## config.mk

```make
export PLATFORM = sky130hd
export DESIGN_NAME = local_maxima_cpu_v2
export DESIGN_NICKNAME = d
export VERILOG_FILES = /design/src/rtl/local_maxima_pkg.sv /design/src/rtl/lmax_cmp.sv /design/src/rtl/local_maxima_cpu_v2.sv
export SDC_FILE = /design/constraint.sdc
export NUM_CORES = 1
export LEC_CHECK = 0
export CAP_MARGIN = 20
export CORE_MARGIN = 3
export CORE_UTILIZATION = 53
export CTS_CLUSTER_SIZE = 8
export DETAILED_ROUTE_END_ITERATION = 6
export PLACE_DENSITY = 0.77
export SYNTH_ARGS = -nofsm -noshare
export SYNTH_HDL_FRONTEND = slang
export SYNTH_SLANG_ARGS = --single-unit
```

## constraint.sdc

```tcl
create_clock -name clk -period 2.18 [get_ports clk]
set_clock_uncertainty 0.1 [all_clocks]
set_input_delay 0.436 -clock clk [delete_from_list [all_inputs] [get_ports clk]]
set_output_delay 0.436 -clock clk [all_outputs]
set_load 0.03 [all_outputs]
```

## src/rtl/local_maxima_pkg.sv

```systemverilog
// Shared types and default constants for the streaming local-maximum detector.
package local_maxima_pkg;
  localparam int DEF_DATA_W    = 8;
  localparam int DEF_N_SAMPLES = 36;

  typedef enum logic [1:0] {IDLE, RUN, DONE} state_t;
  typedef enum logic [1:0] {GT, EQ, LT} cmp_t;
endpackage

```

## src/rtl/lmax_cmp.sv

```systemverilog
// Unsigned three-way compare of the newest sample against the previous one.
module lmax_cmp
  import local_maxima_pkg::*;
#(
  parameter int DATA_W = DEF_DATA_W
) (
  input  logic [DATA_W-1:0] x,
  input  logic [DATA_W-1:0] prev,
  output cmp_t              res
);

  always_comb begin
    if (x > prev)       res = GT;
    else if (x == prev) res = EQ;
    else                res = LT;
  end

endmodule

```

## src/rtl/local_maxima_cpu_v2.sv

```systemverilog
// Streaming local-maximum detector: pulses out when a rise is followed by a fall.
// Optional LMAX_COUNT_EN adds a saturating 8-bit max_count output.
//
// state | meaning
// IDLE  | no sample captured yet in this run
// RUN   | comparing each accepted sample against the previous one
// DONE  | N_SAMPLES captured; input ignored until reset
module local_maxima_cpu_v2
  import local_maxima_pkg::*;
#(
  parameter int DATA_W    = DEF_DATA_W,
  parameter int N_SAMPLES = DEF_N_SAMPLES
) (
  input  logic              clk,
  input  logic              rst,
  input  logic              en,
  input  logic [DATA_W-1:0] in,
  output logic              out,
  output logic              finish
`ifdef LMAX_COUNT_EN
  ,
  output logic [7:0]        max_count
`endif
);

  localparam int CNT_W = $clog2(N_SAMPLES + 1);

  state_t            state;
  state_t            state_next;
  cmp_t              cmp_res;
  logic [DATA_W-1:0] prev;
  logic [CNT_W-1:0]  cnt;
  logic              rising;
  logic              rising_next;
  logic              out_next;
  logic              finish_next;
  logic              accept;
  logic              last;

  lmax_cmp #(.DATA_W(DATA_W)) u_cmp (
    .x    (in),
    .prev (prev),
    .res  (cmp_res)
  );

  assign accept = en && (state != DONE);
  // cnt still holds the count before this sample, so N_SAMPLES-1 means this one is the last
  assign last   = (cnt == CNT_W'(N_SAMPLES - 1));

  always_ff @(posedge clk or negedge rst) begin
    if (!rst) state <= IDLE;
    else      state <= state_next;
  end

  always_comb begin
    state_next = state;
    case (state)
      IDLE:    if (en) state_next = RUN;
      RUN:     if (en && last) state_next = DONE;
      DONE:    state_next = DONE;
      default: state_next = IDLE;
    endcase
  end

  always_comb begin
    out_next    = 1'b0;
    rising_next = rising;
    finish_next = (state_next == DONE);
    if (state == IDLE && en) begin
      rising_next = 1'b0;
    end else if (state == RUN && en) begin
      case (cmp_res)
        GT:      rising_next = 1'b1;
        LT: begin
          out_next    = rising;
          rising_next = 1'b0;
        end
        default: rising_next = rising;
      endcase
    end
  end

  always_ff @(posedge clk or negedge rst) begin
    if (!rst) begin
      out    <= 1'b0;
      finish <= 1'b0;
      rising <= 1'b0;
      prev   <= '0;
      cnt    <= '0;
    end else begin
      out    <= out_next;
      finish <= finish_next;
      rising <= rising_next;
      if (accept) begin
        prev <= in;
        cnt  <= (state == IDLE) ? CNT_W'(1) : cnt + CNT_W'(1);
      end
    end
  end

`ifdef LMAX_COUNT_EN
  always_ff @(posedge clk or negedge rst) begin
    if (!rst)                            max_count <= '0;
    else if (out_next && max_count != 8'hFF) max_count <= max_count + 8'd1;
  end
`endif

endmodule

```

=== Word level (Yosys, flattened, before mapping) ===
Cells that the tools add are included.

* Register bits after elaboration: 19
* Input port bits: 11
* Output and inout port bits: 2
* Word-level logic and storage cells: 36

* $add $sub $neg: 1
* Magnitude comparators: 1
* Equal/unequal tests: 7
* Muxes and demuxes: 12
* Reductions and logical operators: 9

{| class="wikitable"
|+ Operator list
! cell !! number
|-
| $eq 8x8->1 || 1
|-
| $gt 8x8->1 || 1
|-
| $mux 2 || 4
|-
| $add 6x1->6 const B || 1
|-
| $eq 2x2->1 const B || 3
|-
| $eq 6x6->1 const B || 1
|-
| $mux 6 || 1
|-
| $pmux 2 s3 || 1
|-
| $mux 1 || 5
|-
| $logic_and 1x1->1 || 4
|-
| $logic_not 2->1 || 2
|-
| $reduce_bool 3->1 || 1
|-
| $eq 2x1->1 const B || 1
|-
| $ne 2x2->1 const B || 1
|-
| $pmux 1 s2 || 1
|-
| $reduce_and 2->1 || 1
|-
| $reduce_bool 2->1 || 1
|}

=== Depth between registers and ports, before layout ===
* Depth after elaboration: 7
* Gate-level depth with buffers: 6
* Mapped depth without buffers: 6

=== Cells and area by module ===
From an unflattened synthesis, not the netlist that was laid out.

* Cell total of the unflattened synthesis: 96
* Area total of the unflattened synthesis: 1098.6 um^2

{| class="wikitable"
|+ By module, submodules not included
! module !! instances !! cells an instance !! area an instance (um^2)
|-
| local_maxima_cpu_v2 || 1 || 68 || 869.6
|-
| lmax_cmp || 1 || 28 || 229.0
|}

=== Least setup slack after synthesis ===
No wires, ideal clock.

* Path kind: input port to flip-flop
* Start: in in[0]
* End: reg out
* Library setup time: 66 ps
* Arrival time: 1604 ps
* Required time: 2014 ps
* Slack: 409 ps
* Stages: 6
* Path through: inv_1 > ha_1 > nand2b_1 > a2111o_1 > a31oi_1 > and3_1

* Word-level cells in the longest chain between the ends: 7
* Elaborated cells on any way between the ends: 8
* Classes of those cells: order compare (1); eq/ne (2); mux (5)

{| class="wikitable"
|+ RTL lines
! element !! RTL line !! text
|-
| from (decl) || local_maxima_cpu_v2.sv:17 || <nowiki>input logic [DATA_W-1:0] in,</nowiki>
|-
| branches (longest 2 deep; another with $gt 8x8->1) || - ||
|-
| $mux 2 (*) || lmax_cmp.sv:13 || <nowiki>if (x > prev) res = GT;</nowiki>
|-
| $eq 2x2->1 (*) || local_maxima_cpu_v2.sv:72 || <nowiki>case (cmp_res)</nowiki>
|-
| $mux 1 (*) || local_maxima_cpu_v2.sv:72 ||
|-
| $mux 1 (*) || local_maxima_cpu_v2.sv:71 || <nowiki>end else if (state == RUN && en) begin</nowiki>
|-
| $mux 1 (*) || local_maxima_cpu_v2.sv:69 || <nowiki>if (state == IDLE && en) begin</nowiki>
|-
| net out_next || local_maxima_cpu_v2.sv:35 || <nowiki>logic out_next;</nowiki>
|-
| to (signal assigned) || local_maxima_cpu_v2.sv:91 || <nowiki>out <= out_next;</nowiki>
|-
| to (decl) || local_maxima_cpu_v2.sv:18 || <nowiki>output logic out,</nowiki>
|}

Mark *: on every way through the listed nets, which the timed path passes.
A chain may end at the register's enable or synchronous reset.

=== Final worst setup path ===
Ends and elaborated chain as after synthesis.

==> flow_summary.yaml <==
outcome:
  status: "finished, final reports clean"
route:
  vias: 718
  vias_per_cell: 5.279
  drt_iter0_drc: 4
  finalWirelength_um: 1733
  route.detailed.drc: 0
  final_antenna_net_count: 0
  wl_per_cell_um: 12.74
  first_pass_iters: 4
critical_path:
  required_ns: 2.32
  cp-end-kind: "register"
  crit_fanout: 2
  path_class: "in -> reg"
  startpoint_type: "input port"
  critPathArrivalTime_ns: 2.15
synthesis:
  syn_inst: 95
  yosys_warnings: 0
  synth_nets: 115
  yosysSeqAreaShare_pct: 46.40
  synth-seq-cells: 19
  syn_area_um2: 1025
  synth_cell_types: 32
  synth-edff-count: 0
  avgSynthCellArea_um2: 10.79
  ys.flop_type: "dfrtp_1"
  async_flop_share_pct: 100.0
grt:
  grt_pass1_vias: 785
  grt_pass1_wl_um: 3263
  grt.overflow.total: 0
  grt_max_degree: 20
  antenna_found_initial: 0
  groute.usage.overall_pct: 16.94
floorplan:
  core_area_um2: 1783
  initial_utilization_pct: 57.47
  dieArea_um2: 2497
  dieWidth_um: 49.97
  die_y_um: 49.97
  rows: 15
  io-pin-count: 13
power:
  p_leak_nw: 0.5512
  power.switching_mw: 0.2778
  irDropWorstVdd_v: 0.0004944
  seqPwrFrac_pct: 54.9
  comb_power_share_pct: 25.4
  p_clk_share_pct: 19.7
  swShare_pct: 31.15
  p_per_area_nw_per_um2: 742.4
  p_int_mw: 0.6139
clocking:
  cts-root-buf: "clkbuf_4"
  clk_path_buf_depth: 2
  numCtsBuffers: 3
  clk_latency_ns: 0.29
  cts.sinks: 19
  clk_pin_slew_ns: 0.11
  cts.htree.levels: 1
  cts_tree: "built"
  cts_setup_buffers: 0
  cts_resized: 0
  postCtsHoldBufs: 0
finish:
  nNetsFinal: 132
  fillers: 144
  antennaDiodeCount: 0
  syn_to_final_growth_pct: 17.22
  drive_gt1_share_pct: 14.41
  instances_no_fill: 136
timing:
  rsz0062_at_grt: "false"
  final.setup.worst_slack_ns: 0.1657
  hold_viol_final: 0
  worstMarginPinSlew_ns: 0.3051
  timing.final.crit_share_pct: 92.40
  worst_hold_slack_ns: 0.3648
  drv_slew: 0
  relSlewSlack_pct: 79.60
  fin_crit_ns: 2.014
  setup_viol: 0
  timing.fmax_mhz: 496.5
placement:
  post-place-cells: 132
  dp_slack_ns: -0.1228
  hpwl_um: 1297
  place.gp.congestion: 0.7620
  port_buffers: 12
worst_hold_path:
  min_path_type: "in -> async"
run:
  drv_cap: 0
[layer usage]
| metal | part of all wire (%) | vias to the layer above | GRT usage (%) | wire length [um] |
|---|---|---|---|---|
| met5 | 0 | - | 0 | 0 |
| met4 | 0.98 | 0 | 6.912 | 17 |
| met3 | 2.8 | 2 | 3.021 | 48 |
| met2 | 50 | 9 | 28.85 | 873 |
| met1 | 46 | 342 | 20.96 | 793 |
| li1 | - | 365 | - | - |
[power by group through the flow]
stage	clock, mW	combinational, mW	sequential [mW]
after floorplan	0	0.157	0.485
after global placement	0	0.217	0.491
after detailed placement	0	0.228	0.496
after CTS	0.184	0.230	0.488
after global routing	0.200	0.260	0.500
final	0.176	0.227	0.489
[cell usage in the layout, fill, tap and decap left out, types with 2 or more instances in the layout]
cell,n
a21oi_1,5
nor2_1,5
mux2_2,7
clkbuf_4,3
nand2_1,6
or3_1,2
xor2_1,2
o21ai_0,5
a31oi_1,2
buf_4,3
ha_1,9
inv_1,9
and4_1,2
clkdlybuf4s50_1,12
nand2b_1,3
dfrtp_1,19
[worst max-delay path, cell delays in order]
cell and delay [ns]:
clkdlybuf4s50_1 0.45, inv_1 0.05, ha_1 0.29, nand2b_1 0.15
a2111o_1 0.41, a31oi_1 0.20, and3_1 0.17
[kinds of logic (layout without fill, tap and decap cells)]
logic type | after synthesis | count (layout) | share of synthesized area (%)
fa+ha+maj | 9 | 9 | 10.99
mux | 7 | 7 | 7.693
xor+xnor | 2 | 2 | 1.710
compound gates | 16 | 16 | 9.645
buf+inv | 12 | 28 | 5.616
flops | 19 | 19 | 46.40
simple gates | 30 | 30 | 17.95
[layout make-up]
class	instances	area (um2)	area share (%)
Multi-Input combinational cell	64	491.7	40.94
Sequential cell	19	475.5	39.58
Timing Repair Buffer	15	142.6	11.88
Inverter	9	33.78	2.813
Tap cell	25	31.28	2.604
Clock buffer	4	26.28	2.188
[synthesized netlist by cell type, drive strengths merged (2+ instances only)]
cell type	number	area share, %
nand2b	3	1.8
or3	2	1.2
ha	9	11
nand2	7	2.8
nor2	5	1.8
a21oi	5	2.4
mux2	7	7.7
inv	9	3.3
dfrtp	19	46
o21ai	5	2.4
and4	2	1.7
buf	3	2.3
nand4	2	2.7
a31oi	2	1.2
xor2	2	1.7
[path summary, 6_finish.rpt]
check / from / endpoint / slack [ns] / cells past startpoint
worst max-delay path: in[0] / out / 0.17 / 7
worst min-delay path: rst / prev[0] / 0.36 / 2
worst max register to register: prev[0] / out / 0.41 / 5
worst min register to register: state[1] / state[0] / 0.40 / 1
max in group asynchronous: rst / prev[6] / 1.41 / 2
min in group clk: state[1] / state[0] / 0.40 / 1
[sequential cells by signal, summed over array words and instances, names as in the netlist]
name	flops
rising	1
prev	8
finish	1
state	2
cnt	6
out	1
[per-stage QoR]
| stage | TNS [ns] | total power [mW] | cell area [um2] | util [%] |
|---|---|---|---|---|
| 2_1_floorplan | 0 | 0.6420 | 1025 | - |
| 3_3_place_gp | -0.1422 | 0.7077 | 1175 | 65.89 |
| 3_5_place_dp | -0.2005 | 0.7239 | 1175 | 65.89 |
| 4_1_cts | 0 | 0.9021 | 1201 | 67.37 |
| 5_1_grt | 0 | 0.9603 | 1201 | 67.37 |
| 6_report | 0 | 0.8917 | 1201 | 67.37 |
(Power assumes the default switching activity.)
